$ cat src/rtl/lcd_nibble_receiver_pkg.sv
// Shared definitions for the character-LCD nibble receiver: receiver states,
// HD44780 command constants, DDRAM line-wrap points and address helpers.
package lcd_nibble_receiver_pkg;

   typedef enum logic [1:0] {
      ST_INIT = 2'd0,
      ST_HIGH = 2'd1,
      ST_LOW  = 2'd2
   } rx_state_t;

   localparam logic [7:0] CMD_CLEAR     = 8'h01;
   localparam logic [7:0] CMD_HOME      = 8'h02;
   localparam logic [7:0] CMD_SET_DDRAM = 8'h80;
   localparam logic [3:0] NIB_INIT_4BIT = 4'h2;

   localparam logic [6:0] ADDR_LINE0_END   = 7'h27;
   localparam logic [6:0] ADDR_LINE1_START = 7'h40;
   localparam logic [6:0] ADDR_LINE1_END   = 7'h67;

   // Home is 0000_001x, so bit 0 is a don't-care.
   function automatic logic [6:0] cmd_next_addr(input logic [7:0] cmd,
                                                input logic [6:0] addr);
      if ((cmd & CMD_SET_DDRAM) != 8'h00)
         return cmd[6:0];
      if (cmd == CMD_CLEAR || (cmd & 8'hFE) == CMD_HOME)
         return 7'h00;
      return addr;
   endfunction

   function automatic logic [6:0] char_next_addr(input logic [6:0] addr);
      if (addr == ADDR_LINE0_END)
         return ADDR_LINE1_START;
      if (addr == ADDR_LINE1_END)
         return 7'h00;
      return addr + 7'd1;
   endfunction

endpackage

$ cat src/rtl/lcd_nibble_receiver_if.sv
// Four-bit character-LCD bus as seen between a display controller and a
// receiving endpoint.
interface lcd_nibble_receiver_if;
   logic       lcd_sf_e;
   logic       lcd_e;
   logic       lcd_rs;
   logic       lcd_rw;
   logic [3:0] lcd_nib;

   modport master (output lcd_sf_e, lcd_e, lcd_rs, lcd_rw, lcd_nib);
   modport slave  (input  lcd_sf_e, lcd_e, lcd_rs, lcd_rw, lcd_nib);
endinterface

$ cat src/rtl/lcd_nibble_receiver_edge_sync.sv
// Synchronises the asynchronous LCD bus into clk and flags falling edges of
// e taken while the module is selected (sf_e = 1).
module lcd_edge_sync #(
   parameter int SYNC_STAGES = 2
) (
   input  logic       clk,
   input  logic       rst_n,
   input  logic       sf_e,
   input  logic       e,
   input  logic       rs,
   input  logic       rw,
   input  logic [3:0] nib,
   output logic       strobe,
   output logic       strobe_rs,
   output logic       strobe_rw,
   output logic [3:0] strobe_nib
);

   // Bundle layout: [7] sf_e, [6] e, [5] rs, [4] rw, [3:0] nib
   logic [SYNC_STAGES-1:0][7:0] sync_q;
   logic [7:0]                  bus_s;
   logic                        e_prev;

   always_ff @(posedge clk or negedge rst_n) begin
      if (!rst_n) begin
         sync_q <= '0;
         e_prev <= 1'b0;
      end else begin
         sync_q[0] <= {sf_e, e, rs, rw, nib};
         for (int i = 1; i < SYNC_STAGES; i++)
            sync_q[i] <= sync_q[i-1];
         e_prev <= sync_q[SYNC_STAGES-1][6];
      end
   end

   assign bus_s      = sync_q[SYNC_STAGES-1];
   assign strobe     = e_prev & ~bus_s[6] & bus_s[7];
   assign strobe_rs  = bus_s[5];
   assign strobe_rw  = bus_s[4];
   assign strobe_nib = bus_s[3:0];

endmodule

$ cat src/rtl/lcd_nibble_receiver.sv
// Receive endpoint of the 4-bit LCD bus: follows the 4-bit init handshake,
// pairs nibbles into bytes, decodes command/character writes and tracks DDRAM.
//
// state  | meaning
// INIT   | waiting for the single-nibble 0x2 that switches to 4-bit mode
// HIGH   | 4-bit mode, expecting the upper nibble of a byte
// LOW    | upper nibble held, expecting the lower nibble before timeout
module lcd_nibble_receiver
   import lcd_nibble_receiver_pkg::*;
#(
   parameter int SYNC_STAGES    = 2,
   parameter int TIMEOUT_CYCLES = 50000
) (
   input  logic                 clk,
   input  logic                 rst_n,
   lcd_nibble_receiver_if.slave lcd,
   output logic                 four_bit_mode,
   output logic                 byte_valid,
   output logic [7:0]           byte_data,
   output logic                 byte_rs,
   output logic                 cmd_valid,
   output logic                 char_valid,
   output logic [6:0]           char_addr,
   output logic [6:0]           cur_addr,
   output logic                 sync_err,
   output logic                 read_seen
);

   localparam int               CNT_W  = (TIMEOUT_CYCLES > 2) ? $clog2(TIMEOUT_CYCLES) : 1;
   localparam logic [CNT_W-1:0] CNT_TC = CNT_W'(TIMEOUT_CYCLES - 1);

   logic             strobe;
   logic             strobe_rs;
   logic             strobe_rw;
   logic [3:0]       strobe_nib;
   logic             wr_edge;
   logic [7:0]       asm_byte;

   rx_state_t        state;
   logic [3:0]       hi_nib;
   logic             hi_rs;
   logic [CNT_W-1:0] timeout_cnt;

   lcd_edge_sync #(
      .SYNC_STAGES (SYNC_STAGES)
   ) u_edge_sync (
      .clk        (clk),
      .rst_n      (rst_n),
      .sf_e       (lcd.lcd_sf_e),
      .e          (lcd.lcd_e),
      .rs         (lcd.lcd_rs),
      .rw         (lcd.lcd_rw),
      .nib        (lcd.lcd_nib),
      .strobe     (strobe),
      .strobe_rs  (strobe_rs),
      .strobe_rw  (strobe_rw),
      .strobe_nib (strobe_nib)
   );

   // Reads are only reported; they never advance the nibble protocol.
   assign wr_edge  = strobe & ~strobe_rw;
   assign asm_byte = {hi_nib, strobe_nib};

   always_ff @(posedge clk or negedge rst_n) begin
      if (!rst_n) begin
         state         <= ST_INIT;
         hi_nib        <= 4'h0;
         hi_rs         <= 1'b0;
         timeout_cnt   <= '0;
         four_bit_mode <= 1'b0;
         byte_valid    <= 1'b0;
         byte_data     <= 8'h00;
         byte_rs       <= 1'b0;
         cmd_valid     <= 1'b0;
         char_valid    <= 1'b0;
         char_addr     <= 7'h00;
         cur_addr      <= 7'h00;
         sync_err      <= 1'b0;
         read_seen     <= 1'b0;
      end else begin
         byte_valid <= 1'b0;
         cmd_valid  <= 1'b0;
         char_valid <= 1'b0;
         sync_err   <= 1'b0;
         read_seen  <= strobe & strobe_rw;

         case (state)
            ST_INIT: begin
               if (wr_edge && !strobe_rs && strobe_nib == NIB_INIT_4BIT) begin
                  four_bit_mode <= 1'b1;
                  state         <= ST_HIGH;
               end
            end

            ST_HIGH: begin
               if (wr_edge) begin
                  hi_nib      <= strobe_nib;
                  hi_rs       <= strobe_rs;
                  timeout_cnt <= '0;
                  state       <= ST_LOW;
               end
            end

            ST_LOW: begin
               // A completing edge beats a coincident timeout.
               if (wr_edge) begin
                  byte_valid <= 1'b1;
                  byte_data  <= asm_byte;
                  byte_rs    <= hi_rs;
                  state      <= ST_HIGH;
                  if (hi_rs) begin
                     char_valid <= 1'b1;
                     char_addr  <= cur_addr;
                     cur_addr   <= char_next_addr(cur_addr);
                  end else begin
                     cmd_valid <= 1'b1;
                     cur_addr  <= cmd_next_addr(asm_byte, cur_addr);
                  end
               end else if (timeout_cnt == CNT_TC) begin
                  sync_err    <= 1'b1;
                  timeout_cnt <= '0;
                  state       <= ST_HIGH;
               end else begin
                  timeout_cnt <= timeout_cnt + 1'b1;
               end
            end

            default: state <= ST_INIT;
         endcase
      end
   end

endmodule
$ cat src/flat_wrapper.sv
// flat-port wrapper written by rule: the top's interface ports become plain ports
module lcd_nibble_receiver_flat import lcd_nibble_receiver_pkg::*;
#(
   parameter int SYNC_STAGES    = 2,
   parameter int TIMEOUT_CYCLES = 50000
)
  (clk, rst_n, four_bit_mode, byte_valid, byte_data, byte_rs, cmd_valid, char_valid, char_addr, cur_addr, sync_err, read_seen, lcd_lcd_sf_e, lcd_lcd_e, lcd_lcd_rs, lcd_lcd_rw, lcd_lcd_nib);
  lcd_nibble_receiver_if lcd_i ();
  input  logic clk;
  input  logic rst_n;
  output logic four_bit_mode;
  output logic byte_valid;
  output logic [7:0] byte_data;
  output logic byte_rs;
  output logic cmd_valid;
  output logic char_valid;
  output logic [6:0] char_addr;
  output logic [6:0] cur_addr;
  output logic sync_err;
  output logic read_seen;
  input wire logic [$bits(lcd_i.lcd_sf_e)-1:0] lcd_lcd_sf_e;
  input wire logic [$bits(lcd_i.lcd_e)-1:0] lcd_lcd_e;
  input wire logic [$bits(lcd_i.lcd_rs)-1:0] lcd_lcd_rs;
  input wire logic [$bits(lcd_i.lcd_rw)-1:0] lcd_lcd_rw;
  input wire logic [$bits(lcd_i.lcd_nib)-1:0] lcd_lcd_nib;
  assign lcd_i.lcd_sf_e = lcd_lcd_sf_e;
  assign lcd_i.lcd_e = lcd_lcd_e;
  assign lcd_i.lcd_rs = lcd_lcd_rs;
  assign lcd_i.lcd_rw = lcd_lcd_rw;
  assign lcd_i.lcd_nib = lcd_lcd_nib;
  lcd_nibble_receiver #(.SYNC_STAGES(SYNC_STAGES), .TIMEOUT_CYCLES(TIMEOUT_CYCLES)) u_core (.clk(clk), .rst_n(rst_n), .lcd(lcd_i), .four_bit_mode(four_bit_mode), .byte_valid(byte_valid), .byte_data(byte_data), .byte_rs(byte_rs), .cmd_valid(cmd_valid), .char_valid(char_valid), .char_addr(char_addr), .cur_addr(cur_addr), .sync_err(sync_err), .read_seen(read_seen));
endmodule
$ cat config.mk
export PLATFORM = sky130hd
export DESIGN_NAME = lcd_nibble_receiver_flat
export DESIGN_NICKNAME = d
export VERILOG_FILES = /design/src/rtl/lcd_nibble_receiver_pkg.sv /design/src/rtl/lcd_nibble_receiver_if.sv /design/src/rtl/lcd_nibble_receiver_edge_sync.sv /design/src/rtl/lcd_nibble_receiver.sv /design/src/flat_wrapper.sv
export SDC_FILE = /design/constraint.sdc
export NUM_CORES = 1
export LEC_CHECK = 0
export ABC_CLOCK_PERIOD_IN_PS = 3100
export BUFFER_PORTS_ARGS = -buffer_cell sky130_fd_sc_hd__buf_2
export CORE_UTILIZATION = 60
export CTS_BUF_LIST = sky130_fd_sc_hd__clkbuf_8
export CTS_CLUSTER_DIAMETER = 40
export DETAILED_ROUTE_END_ITERATION = 10
export PLACE_DENSITY = 0.83
export SETUP_SLACK_MARGIN = 0.2
export SYNTH_ARGS = -nofsm -noshare
export SYNTH_HDL_FRONTEND = slang
export SYNTH_HIERARCHICAL = 1
export SYNTH_SLANG_ARGS = --single-unit
$ cat constraint.sdc
create_clock -name clk -period 3.1 [get_ports clk]
set_clock_uncertainty 0.1 [all_clocks]
set_input_delay 0.31 -clock clk [delete_from_list [all_inputs] [get_ports clk]]
set_output_delay 0.31 -clock clk [all_outputs]
set_load 0.05 [all_outputs]
# Yosys cells after proc, flatten, opt, wreduce, memory -nomap -nowiden
# Index checks and enable logic that the tools add are counted.
[totals] register_bits=69 inputBits=10 out_inout_bits=29 wordCells=98
[classes] addsub=2 eq_ne=12 n_mux=47 n_bitwise=6 n_reduce_logical=14
[ops] operator="$mux W7" count=9
[ops] operator="$mux W16" count=3
[ops] operator="$pmux W16 S2" count=1
[ops] operator="$mux W1" count=29
[ops] operator="$add A16 B1 Y16 const B" count=1
[ops] operator="$eq A16 B16 Y1 const B" count=1
[ops] operator="$reduce_and A3 Y1" count=4
[ops] operator="$eq A8 B1 Y1 const B" count=1
[ops] operator="$mux W2" count=4
[ops] operator="$add A7 B1 Y7 const B" count=1
[ops] operator="$eq A7 B1 Y1 const B" count=1
[ops] operator="$eq A7 B6 Y1 const B" count=1
[ops] operator="$eq A7 B7 Y1 const B" count=1
[ops] operator="$pmux W2 S3" count=1
[ops] operator="$reduce_and A2 Y1" count=3
[ops] operator="$and A1 B1 Y1" count=4
[ops] operator="$eq A4 B2 Y1 const B" count=1
[ops] operator="$ne A2 B1 Y1 const B" count=2
[ops] operator="$ne A3 B1 Y1 const B" count=1
[ops] operator="$reduce_bool A3 Y1" count=1
[ops] operator="$eq A2 B1 Y1 const B" count=1
[ops] operator="$eq A2 B2 Y1 const B" count=1
[ops] operator="$logic_and A1 B1 Y1" count=2
[ops] operator="$logic_not A2 Y1" count=1
[ops] operator="other kinds (5)" count=6

# Longest topological paths before layout
# Gate-level depths: netlist (run 1).
[logic_depth] depth_word=13 mapped_depth=7 depth_no_buf=5

# Hierarchy
# Netlist (run 1), hierarchy kept.
[by_module_without_submodules] mod="lcd_nibble_receiver" instances=1 cells_per_inst=234 area_each_um2=2458.6 seq_area_each_um2=1301.2
[by_module_without_submodules] mod="lcd_edge_sync" instances=1 cells_per_inst=22 area_each_um2=464.2 seq_area_each_um2=425.4

# Worst setup path before layout (run 1)
# OpenSTA, ideal clock, no wires.
[synth_path] path_kind="reg2reg" start="reg u_core.u_edge_sync.sync_q, in the netlist u_core/u_edge_sync/bus_s[2]" end="reg u_core.cur_addr[0]" setup_ns=0.125 t_arrival_ns=1.862 required_time_ns=2.875 setup_slack_ns=1.013 stages_incl_launch_ff=6 n_path_buf=1 synth_period_minus_slack_ns=2.087 cell_sequence="dfrtp_1 -> buf_4 -> or4_4 -> o31ai_4 -> and2_4 -> mux2_4"
[synth_between] elab_chain_len=9 word_cells_on_any_way=14 cone_classes="eq/ne: 2; mux: 9; reduce/logical: 3"
[synth_rtl] item="start: declaration" line="lcd_nibble_receiver_edge_sync.sv:20" source="logic [SYNC_STAGES-1:0][7:0] sync_q;"
[synth_rtl] item="start signal: indexed assignment" line="lcd_nibble_receiver_edge_sync.sv:31" source="sync_q[i] <= sync_q[i-1];"
[synth_rtl] item="$eq A8 B1 Y1 or $eq A7 B1 Y1 (tied branches)" line="lcd_nibble_receiver_pkg.sv:25" source="if (cmd == CMD_CLEAR || (cmd & 8'hFE) == CMD_HOME)"
[synth_rtl] item="$logic_or A1 B1 Y1 *" line="lcd_nibble_receiver_pkg.sv:25"
[synth_rtl] item="$mux W1 (2 in series)" line="lcd_nibble_receiver_pkg.sv:25"
[synth_rtl] item="$mux W1" line="lcd_nibble_receiver.sv:111" source="if (hi_rs) begin"
[synth_rtl] item="$mux W1" line="lcd_nibble_receiver.sv:106" source="if (wr_edge) begin"
[synth_rtl] item="$mux W1" line="lcd_nibble_receiver.sv:87" source="case (state)"
[synth_rtl] item="$reduce_bool A3 Y1 (no source line)"
[synth_rtl] item="$reduce_and A3 Y1 (no source line)"
[synth_rtl] item="end signal: assignment" line="lcd_nibble_receiver.sv:114" source="cur_addr <= char_next_addr(cur_addr);"
[synth_rtl] item="end signal: assignment" line="lcd_nibble_receiver.sv:117" source="cur_addr <= cmd_next_addr(asm_byte, cur_addr);"
[synth_rtl] item="end: declaration" line="lcd_nibble_receiver.sv:24" source="output logic [6:0] cur_addr,"
# Mark *: on every way between the ends. The rest lies on a longest branch, timed or not. The select of a mux whose other input is x is not followed.
# A chain may end at the register's enable or synchronous reset.

# Worst setup path in the final report (run 1)
[layout_path] start="reg u_core.timeout_cnt[0]" end="reg u_core.timeout_cnt[8]"
[layout_between] elab_chain_len=4 word_cells_on_any_way=5 cone_classes="add/sub: 1; eq/ne: 1; mux: 3"
[layout_rtl] item="start: declaration" line="lcd_nibble_receiver.sv:42" source="logic [CNT_W-1:0] timeout_cnt;"
[layout_rtl] item="start signal: assignment" line="lcd_nibble_receiver.sv:124" source="timeout_cnt <= timeout_cnt + 1'b1;"
[layout_rtl] item="$add A16 B1 Y16 or $eq A16 B16 Y1 (tied branches)" line="lcd_nibble_receiver.sv:124, lcd_nibble_receiver.sv:119"
[layout_rtl] item="$mux W16 *" line="lcd_nibble_receiver.sv:119" source="end else if (timeout_cnt == CNT_TC) begin"
[layout_rtl] item="$mux W16 *" line="lcd_nibble_receiver.sv:106"
[layout_rtl] item="$pmux W16 S2 *" line="lcd_nibble_receiver.sv:87"
# Marked as above.

==> reports/results.tsv, run 1 <==
stage	metric	value	unit
grt	initial antenna violation count	0	
synthesis	cells taking the most area after synthesis	dfrtp_1 (59%), mux2_2 (5.8%), nand2_1 (3.9%), a21oi_1 (2.6%), o21ai_0 (2.2%)	
synthesis	predominant post-synthesis flop cell	dfrtp_1	
routing	Antenna Violating Nets Remaining	0	
timing	unrepaired setup endpoints after global routing	false	
synthesis	Avg Synthesized Cell Area	11.42	µm²
routing	DRC viols	0	
floorplan	row cnt	25	
power	Power Total	2.064	mW
timing	relative slew slack	47.63	%
power	Cell Pwr Density	602.9	nW/µm²
synthesis	Yosys reg bits	69	
cells_and_area	Final Core Density	72.96	%
synthesis	Synth Cell Area	2923	µm²
clock_network	clk_lat worst skew	340	ps
placement	port bufs	38	
routing	Routed wire per std cell	15.33	µm
synthesis	cell count after synthesis	256	
clock_network	number of CTS-inserted buffers	9	
routing	first-pass detailed-route iteration total	4	
floorplan	Die Y	71.80	µm
routing	vias	2225	
setup_path	CP arrival	2240	ps
floorplan	Initial Util	62.29	%
setup_path	slowest CP cell	o21ai_1	
setup_path	worst-path cell chain	ha_1 -> and4_1 -> nand4_1 -> buf_4 -> o21ai_1 -> o211ai_1	
routing	M1 WL	2634	µm
cells_and_area	share of cells above drive strength 1	24.52	%
synthesis	async set or reset register ratio after synthesis	100.0	%
clock_network	root buffer cell	clkbuf_8	
timing	Final TNS setup	0	ps
synthesis	area leader, netlist	dfrtp_1	
floorplan	die area	5155	µm²
floorplan	Die X	71.80	µm
hold_path	Worst Hold Class	flop to flop	
cells_and_area	area grow syn2layout	17.12	%
routing	First DRT Iteration DRCs	208	
timing	Final Critical Period	2153	ps
cells_and_area	number of fill cells	328	
grt	GRT Total Usage	24.08	%
floorplan	io pins	39	
synthesis	Mapped Nets	268	
synthesis	synth warn	6	
clock_network	CTS tree	built	
clock_network	clock buffer depth	2	
timing	fmax	0.4644	GHz
clock_network	CTS Sinks	69	
synthesis	EDFF count, synth	0	
placement	Final HPWL DP	3761	µm
timing	final hold vios	0	
setup_path	Crit Path Category	flop to flop	
placement	GPL Wtd Cong	0.8742	
routing	DR top layer	met4	
setup_path	Top delay family on crit path	compound AO/OA/AOI/OAI gates	
cells_and_area	Antenna diodes	0	
setup_path	Buf/Inv on CP	1	
setup_path	Crit. End Element	flop	
grt	GRT overflow	0	
routing	DR vias/cell	6.046	
power	Static Leak	1.655	nW
flow_run	Max-cap violations	0	
synthesis	register area share after synthesis	59.08	%
grt	first-pass GRT wire length	9197	µm
timing	hold slack	248.3	ps
grt	vias in the first global route	1934	
floorplan	Core ar.	4692	µm²
routing	Total Routed Length	5641	µm
placement	placed insts	343	
status	status	complete, no violations	
clock_network	number of setup buffers added after CTS	0	
setup_path	Worst setup SP type	flop	
synthesis	post-synth cell types	48	
timing	final period utilization	69.46	%
setup_path	Worst Path Required	3190	ps
setup_path	Worst Path Max Fanout	12	
timing	setup violators final	0	
cells_and_area	non-filler cells, final	368	
setup_path	Largest stage delay, worst path	620	ps
timing	max-slew violation count	0	
routing	met2 WL	2591	µm
routing	WL met3	280	µm
synthesis	Yosys top cell area share	59.08	%
cells_and_area	area of the multi-input gates	1117	µm²
clock_network	H-tree levels	3	
clock_network	Worst-path clk slew	70	ps
cells_and_area	fin nets	321	
timing	Least-Margin Pin Slew	780.3	ps
cells_and_area	FF/Latch Area	1727	µm²
grt	largest net degree at the start of global routing	40	
power	peak supply drop	0.0004079	V
per-stage QoR:
stage               area (µm²)  worst slack (ps)
CTS                       3423             945.7
global placement          3162              1021
global route              3423             763.6
detailed placement        3162             955.7
floorplan                 2923              1013
finish                    3423             946.7
cell type report:
class / count / share of cell area, %
Sequential cell: 69 / 50.44
Timing Repair Buffer: 52 / 9.284
Clock inverter: 5 / 0.5848
Tap cell: 54 / 1.974
Clock buffer: 11 / 4.423
Inverter: 6 / 0.6579
Multi-Input combinational cell: 171 / 32.64
layer usage:
| metal | up-vias | GRT usage, % |
|---|---|---|
| met2 | 79 | 33.65 |
| met5 | - | 0 |
| met1 | 1074 | 34.66 |
| li1 | 1058 | - |
| met4 | 0 | 15.25 |
| met3 | 14 | 4.923 |
synthesized netlist by cell type, types with 2 or more instances:
cell type	instances
o31ai_1	6
or2_2	2
nor4_1	4
or3_1	4
ha_1	2
buf_4	4
nand2_1	30
nand2b_1	4
nand3_1	9
nor2_1	8
a31oi_1	10
o211ai_1	3
nand3b_1	3
a21oi_1	15
dfrtp_1	69
nor3_1	3
and3b_1	2
nand4_1	4
o311ai_0	2
mux2_2	15
or4_1	8
buf_2	3
clkbuf_1	3
o21ai_0	13
nor2b_1	2
inv_1	6
kinds of logic after synthesis:
kind of cell             count (synthesis)  share of synthesized area [%]
AND/OR/NAND/NOR                         92                          17.34
flip-flops                              69                          59.08
AO/OA/AOI/OAI                           61                          13.74
buffers and inverters                   16                          2.697
multiplexers                            16                          6.293
adder cells (fa/ha/maj)                  2                         0.8560
registers in the layout, summed over array words and instances (netlist names):
register,count
u_core/byte_data,8
u_core/read_seen,1
u_core/char_valid,1
u_core/hi_nib,4
u_core/u_edge_sync/bus_s,8
u_core/state,2
u_core/four_bit_mode,1
u_core/cmd_valid,1
u_core/byte_valid,1
u_core/cur_addr,7
u_core/u_edge_sync/e_prev,1
u_core/hi_rs,1
u_core/timeout_cnt,16
u_core/char_addr,7
u_core/u_edge_sync/sync_q,8
u_core/byte_rs,1
u_core/sync_err,1
placed cells by master (no fill, tap or decap), types with 9 or more instances in the layout:
cell type and n:
dfrtp_1 69, dlygate4sd3_1 9, buf_2 38, nand3_1 9
o21ai_0 13, inv_1 10, mux2_2 15, a31oi_1 10
nand2_1 30, clkbuf_8 11, a21oi_1 15
worst paths after layout:
check / slack [ps] / start / cells after the start / end
max: 950 / u_core/timeout_cnt[0]$_DFFE_PN0P_ / 6 / u_core/timeout_cnt[8]$_DFFE_PN0P_
min in group asynchronous: 420 / rst_n / 3 / u_core/timeout_cnt[14]$_DFFE_PN0P_
min reg2reg: 250 / u_core/u_edge_sync/sync_q[5]$_DFF_PN0_ / 0 / u_core/u_edge_sync/bus_s[5]$_DFF_PN0_
max in group asynchronous: 2110 / rst_n / 3 / u_core/u_edge_sync/sync_q[1]$_DFF_PN0_
max reg2reg: 950 / u_core/timeout_cnt[0]$_DFFE_PN0P_ / 6 / u_core/timeout_cnt[8]$_DFFE_PN0P_
min: 250 / u_core/u_edge_sync/sync_q[5]$_DFF_PN0_ / 0 / u_core/u_edge_sync/bus_s[5]$_DFF_PN0_
report_power, final:
| part | switching [mW] | total, mW | internal (mW) |
|---|---|---|---|
| registers | 0.109 | 1.09 | 0.981 |
| logic | 0.228 | 0.354 | 0.126 |
| clock network | 0.299 | 0.620 | 0.321 |
timing repair:
item,in CTS,in global routing
resized for setup,0,0
endpoints found under the hold margin,77,0
hold buffers,9,0
Power figures use the tool's default switching activity.
==> run 2: changes to the inputs <==
Settings changed: ABC_CLOCK_PERIOD_IN_PS 3100 to 2000, CORE_UTILIZATION 60 to 59, PLACE_DENSITY 0.83 to 0.81.
Clock period 3.1 ns to 2 ns, I/O delays scaled along.
==> run 2 against run 1 <==
Compared with the run above: clock power is 63% higher; utilization is 5.8 points higher; maximum frequency is 8.6% higher; flip-flop and latch count stayed put; highest routed layer unchanged; combinational power is 110% higher; hold slack hardly changed; largest cell class unchanged; worst setup slack worse by 930 ps; design area is 9.4% higher; critical endpoint is now u_core/timeout_cnt[9]$_DFFE_PN0P_; critical path depth is 2 lower; clock-buffer cell count is 1 higher; sequential power is 57% higher; register-to-register slack worse by 930 ps.
==> reports/results.tsv, run 2 (synthesis gave the netlist of run 1 again) <==
stage	metric	value	unit
status	status	complete, no violations	
clock_network	clk_lat worst skew	340	ps
routing	DRC viols	0	
grt	vias in the first global route	2156	
routing	DR vias/cell	6.168	
routing	WL met3	541	µm
timing	Worst Setup Slack, final	17.75	ps
placement	GPL Wtd Cong	0.8675	
power	Psw	1.089	mW
cells_and_area	fin nets	341	
placement	Final HPWL DP	3759	µm
cells_and_area	Largest Register	u_core/timeout_cnt	
routing	met2 WL	3283	µm
routing	Routed wire per std cell	17.13	µm
cells_and_area	non-filler cells, final	400	
routing	first-pass detailed-route iteration total	6	
power	peak supply drop	0.0006766	V
clock_network	clock buffer depth	2	
clock_network	root buffer cell	clkbuf_8	
timing	final period utilization	99.11	%
cells_and_area	Final Core Density	78.74	%
timing	hold slack	248.3	ps
routing	DR top layer	met4	
placement	pre-CTS setup slack	54.80	ps
routing	vias	2467	
timing	final hold vios	0	
cells_and_area	most common cell after layout, fill and taps aside	dfrtp_1	
grt	GRT overflow	0	
timing	setup violators final	0	
power	Clock Power Share	29.0	%
placement	placed insts	363	
timing	relative slew slack	64.10	%
setup_path	Largest stage delay, worst path	540	ps
routing	First DRT Iteration DRCs	259	
cells_and_area	area grow syn2layout	28.08	%
setup_path	slowest CP cell	or4_4	
setup_path	Worst setup SP type	flop	
grt	largest net degree at the start of global routing	70	
floorplan	row cnt	25	
routing	Antenna Violating Nets Remaining	0	
floorplan	io pins	39	
setup_path	R2R Setup Slk	20	ps
cells_and_area	share of cells above drive strength 1	36.34	%
floorplan	die area	5240	µm²
setup_path	Worst Path Max Fanout	6	
timing	max-slew violation count	0	
grt	GRT Total Usage	25.66	%
routing	Total Routed Length	6850	µm
setup_path	Crit. End Element	flop	
timing	fmax	0.5045	GHz
power	Cell Pwr Density	925.2	nW/µm²
cells_and_area	max reg flops	16	
routing	M1 WL	2844	µm
setup_path	Worst Path Required	2180	ps
setup_path	CP arrival	2160	ps
clock_network	H-tree levels	3	
clock_network	CTS tree	built	
floorplan	Initial Util	61.47	%
power	combinational group share of total power	21.5	%
floorplan	Die X	72.39	µm
cells_and_area	Final Cell Area	3744	µm²
timing	Final Critical Period	1982	ps
power	Power Total	3.464	mW
hold_path	Worst Hold Class	flop to flop	
timing	unrepaired setup endpoints after global routing	true	
cells_and_area	Antenna diodes	0	
setup_path	worst-path cell chain	nand4_1 -> or2_2 -> or4_4 -> a21oi_2	
timing	Final TNS setup	0	ps
grt	initial antenna violation count	0	
cells_and_area	most frequent cells in the layout	dfrtp_1 (67), buf_2 (38), nand2_1 (28)	
flow_run	Max-cap violations	0	
setup_path	Crit Path Category	flop to flop	
clock_network	Worst-path clk slew	70	ps
power	Switching Fraction	31.44	%
clock_network	CTS Sinks	69	
floorplan	Die Y	72.39	µm
power	Int Pwr	2.375	mW
clock_network	number of CTS-inserted buffers	9	
placement	port bufs	38	
grt	first-pass GRT wire length	10030	µm
power	Static Leak	1.786	nW
power	Reg power frac	49.5	%
timing	Least-Margin Pin Slew	538.5	ps
placement	post-placement cell area	3243	µm²
floorplan	Core ar.	4755	µm²
## run 2: changes by cell type in the layout (fill, tap and decap cells not counted), sizes merged
cell and change:
buf +20, inv -2, clkbuf +1
## run 2: layout make-up
type	count	area [µm²]
clock buffer	12	165.2
clock inverter	3	12.51
fill	293	1011
inverter	6	22.52
multi-input combinational	171	1227
sequential	69	1729
tap	67	83.83
timing repair buffer	72	503.0
## run 2: final timing paths
check,from,cells past startpoint,endpoint
max in group asynchronous,rst_n,3,u_core/timeout_cnt[7]$_DFFE_PN0P_
min,u_core/u_edge_sync/sync_q[0]$_DFF_PN0_,0,u_core/u_edge_sync/bus_s[0]$_DFF_PN0_
min reg2reg,u_core/u_edge_sync/sync_q[0]$_DFF_PN0_,0,u_core/u_edge_sync/bus_s[0]$_DFF_PN0_
max reg2reg,u_core/timeout_cnt[4]$_DFFE_PN0P_,4,u_core/timeout_cnt[9]$_DFFE_PN0P_
min in group asynchronous,rst_n,3,u_core/char_addr[4]$_DFFE_PN0P_
max,u_core/timeout_cnt[4]$_DFFE_PN0P_,4,u_core/timeout_cnt[9]$_DFFE_PN0P_
## run 2: repair_timing
item | CTS | global route
hold buffers | 9 | 0
endpoints found under the hold margin | 77 | 0
resized for setup | 9 | 29
gates cloned | 2 | 0
pin swaps | 10 | 8
setup endpoints to repair | 17 | 38
buffers inserted | 6 | 5
## run 2: metal layers
| layer | global-route usage, % | vias up |
|---|---|---|
| met3 | 5.417 | 22 |
| met1 | 35.93 | 1192 |
| met5 | 0 | - |
| met4 | 14.38 | 0 |
| met2 | 37.59 | 154 |
| li1 | - | 1099 |
## run 2: power groups by stage
| stage | clock network, mW | logic (mW) | registers [mW] |
|---|---|---|---|
| 2_1_floorplan | 0 | 0.347 | 1.73 |
| 3_3_place_gp | 0 | 0.551 | 1.70 |
| 3_5_place_dp | 0 | 0.564 | 1.70 |
| 4_1_cts | 1.02 | 0.642 | 1.68 |
| 5_1_grt | 1.09 | 0.798 | 1.73 |
| 6_report | 1.01 | 0.744 | 1.71 |
## run 2: worst max-delay path: cells and delay by family (launching register included)
family	cells	cell delay, ps
AOI/OAI and AO/OA	1	140
DFF	1	460
and+or+nand+nor	3	1220
==> run 3: changes to the inputs <==
Settings changed: ABC_CLOCK_PERIOD_IN_PS 2000 to 2400, CORE_UTILIZATION 59 to 60, PLACE_DENSITY 0.81 to 0.83, REMOVE_ABC_BUFFERS from default to 1.
Clock period 2 ns to 2.4 ns, I/O delays scaled along.
==> run 3 against run 2 <==
Compared with the run above: clock power about the same; maximum frequency down 1.5%; wire length down 16%; combinational power down 34%; register-to-register slack better by 370 ps; hold slack worse by 4.3 ps; clock-buffer cell count down 2; sequential power down 18%; die area down 1.6%.
==> reports/results.tsv, run 3 (synthesis gave the netlist of run 1 again) <==
stage	metric	value	unit
status	status	complete, no violations	
setup_path	Setup crit start	u_core/u_edge_sync/bus_s[2]$_DFF_PN0_	
floorplan	Core ar.	4692	µm²
timing	max-slew violation count	0	
clock_network	H-tree levels	3	
clock_network	number of CTS-inserted buffers	9	
timing	Least-Margin Pin Slew	649.4	ps
placement	port bufs	38	
clock_network	number of setup buffers added after CTS	0	
routing	DRC viols	0	
clock_network	Worst-path clk slew	70	ps
setup_path	Worst Path Required	2520	ps
timing	Final Critical Period	2013	ps
routing	Antenna Violating Nets Remaining	0	
placement	GPL Wtd Cong	0.8211	
routing	First DRT Iteration DRCs	259	
timing	fmax	0.4968	GHz
power	Reg power frac	48.5	%
routing	Routed wire per std cell	15.39	µm
timing	Final TNS setup	0	ps
cells_and_area	area grow syn2layout	20.63	%
cells_and_area	share of cells above drive strength 1	27.27	%
grt	initial antenna violation count	0	
grt	GRT Total Usage	24.85	%
power	Clock Power Share	34.5	%
timing	setup violators final	0	
hold_path	Hold Path Stages	0	
hold_path	Worst Hold Class	flop to flop	
clock_network	clk_lat worst skew	340	ps
power	Int Pwr	2.056	mW
routing	vias	2255	
clock_network	clock buffer depth	2	
power	Psw	0.8411	mW
setup_path	R2R depth	4	
cells_and_area	Largest Register	u_core/timeout_cnt	
grt	GRT overflow	0	
power	peak supply drop	0.0007426	V
cells_and_area	most frequent cells in the layout	dfrtp_1 (69), buf_2 (38), nand2_1 (30)	
timing	unrepaired setup endpoints after global routing	false	
setup_path	R2R Path End	u_core/cur_addr[0]$_DFFE_PN0P_	
cells_and_area	Antenna diodes	0	
timing	final hold vios	0	
routing	first-pass detailed-route iteration total	6	
hold_path	hold_sp	u_core/u_edge_sync/sync_q[3]$_DFF_PN0_	
power	Switching Fraction	29.03	%
placement	pre-CTS setup slack	164.2	ps
cells_and_area	fin nets	327	
setup_path	Crit. End Element	flop	
setup_path	Worst setup SP type	flop	
setup_path	Worst Path Max Fanout	5	
floorplan	die area	5155	µm²
power	combinational group share of total power	17.0	%
power	Static Leak	1.697	nW
grt	largest net degree at the start of global routing	70	
cells_and_area	number of fill cells	310	
floorplan	Die X	71.80	µm
placement	Final HPWL DP	3871	µm
clock_network	root buffer cell	clkbuf_8	
timing	Worst Setup Slack, final	386.9	ps
cells_and_area	most common cell after layout, fill and taps aside	dfrtp_1	
routing	DR vias/cell	6.046	
clock_network	CTS Sinks	69	
placement	placed insts	349	
hold_path	hold path endpoint	u_core/u_edge_sync/bus_s[3]$_DFF_PN0_	
floorplan	Die Y	71.80	µm
setup_path	Crit Path Category	flop to flop	
setup_path	CP arrival	2140	ps
clock_network	CTS tree	built	
setup_path	R2R Setup Slk	390	ps
cells_and_area	non-filler cells, final	373	
timing	relative slew slack	56.71	%
floorplan	Initial Util	62.29	%
floorplan	io pins	39	
timing	hold slack	244.0	ps
power	Cell Pwr Density	821.7	nW/µm²
timing	final period utilization	83.88	%
power	Power Total	2.897	mW
floorplan	row cnt	25	
setup_path	Worst R2R Start	u_core/u_edge_sync/bus_s[2]$_DFF_PN0_	
cells_and_area	max reg flops	16	
grt	first-pass GRT wire length	9584	µm
grt	vias in the first global route	2117	
flow_run	Max-cap violations	0	
routing	Total Routed Length	5741	µm
run 3: worst max-delay path: stages (launching register included):
cell and delay (ps):
dfrtp_1 440, or4_4 590, o311ai_0 360, o21ai_0 150, mux2_4 270
run 3: worst max path at each step:
stage          cells after the start                            endpoint
6_report                           4      u_core/cur_addr[0]$_DFFE_PN0P_
4_1_cts                            4      u_core/cur_addr[0]$_DFFE_PN0P_
3_3_place_gp                       6  u_core/timeout_cnt[13]$_DFFE_PN0P_
2_1_floorplan                      5   u_core/timeout_cnt[8]$_DFFE_PN0P_
5_1_grt                            4      u_core/cur_addr[0]$_DFFE_PN0P_
3_5_place_dp                       6  u_core/timeout_cnt[13]$_DFFE_PN0P_
run 3: metrics by stage:
| stage | util [%] | cell area (µm²) |
|---|---|---|
| 2_1_floorplan | - | 2867 |
| 3_3_place_gp | 68.61 | 3219 |
| 3_5_place_dp | 68.61 | 3219 |
| 4_1_cts | 75.15 | 3526 |
| 5_1_grt | 75.15 | 3526 |
| 6_report | 75.15 | 3526 |
run 3: cell type report:
type	count	area [µm²]	share of cell area, %
clock buffers	10	137.6	3.903
clock inverters	5	75.07	2.129
inverters	6	22.52	0.6388
multi-input cells	171	1121	31.80
flip-flops and latches	69	1727	48.97
well taps	54	67.56	1.916
repair buffers	58	375.4	10.65
run 3: power groups by stage:
stage	logic (mW)	registers [mW]	clock network [mW]
floorplan	0.248	1.47	0
global placement	0.460	1.41	0
detailed placement	0.476	1.42	0
CTS	0.492	1.40	1.02
global route	0.543	1.42	1.06
finish	0.494	1.40	0.999
run 3: repair_timing:
item	CTS	global route
setup endpoints to repair	4	0
gates resized for setup	1	0
endpoints found under the hold margin	77	0
hold buffers	9	0
run 3: metal layers:
layer | vias up | GRT usage [%] | wire (µm)
met5 | - | 0 | 0
met4 | 0 | 12.42 | 108
met3 | 10 | 5.345 | 336
met2 | 91 | 37.63 | 2692
met1 | 1086 | 34.36 | 2604
li1 | 1068 | - | -
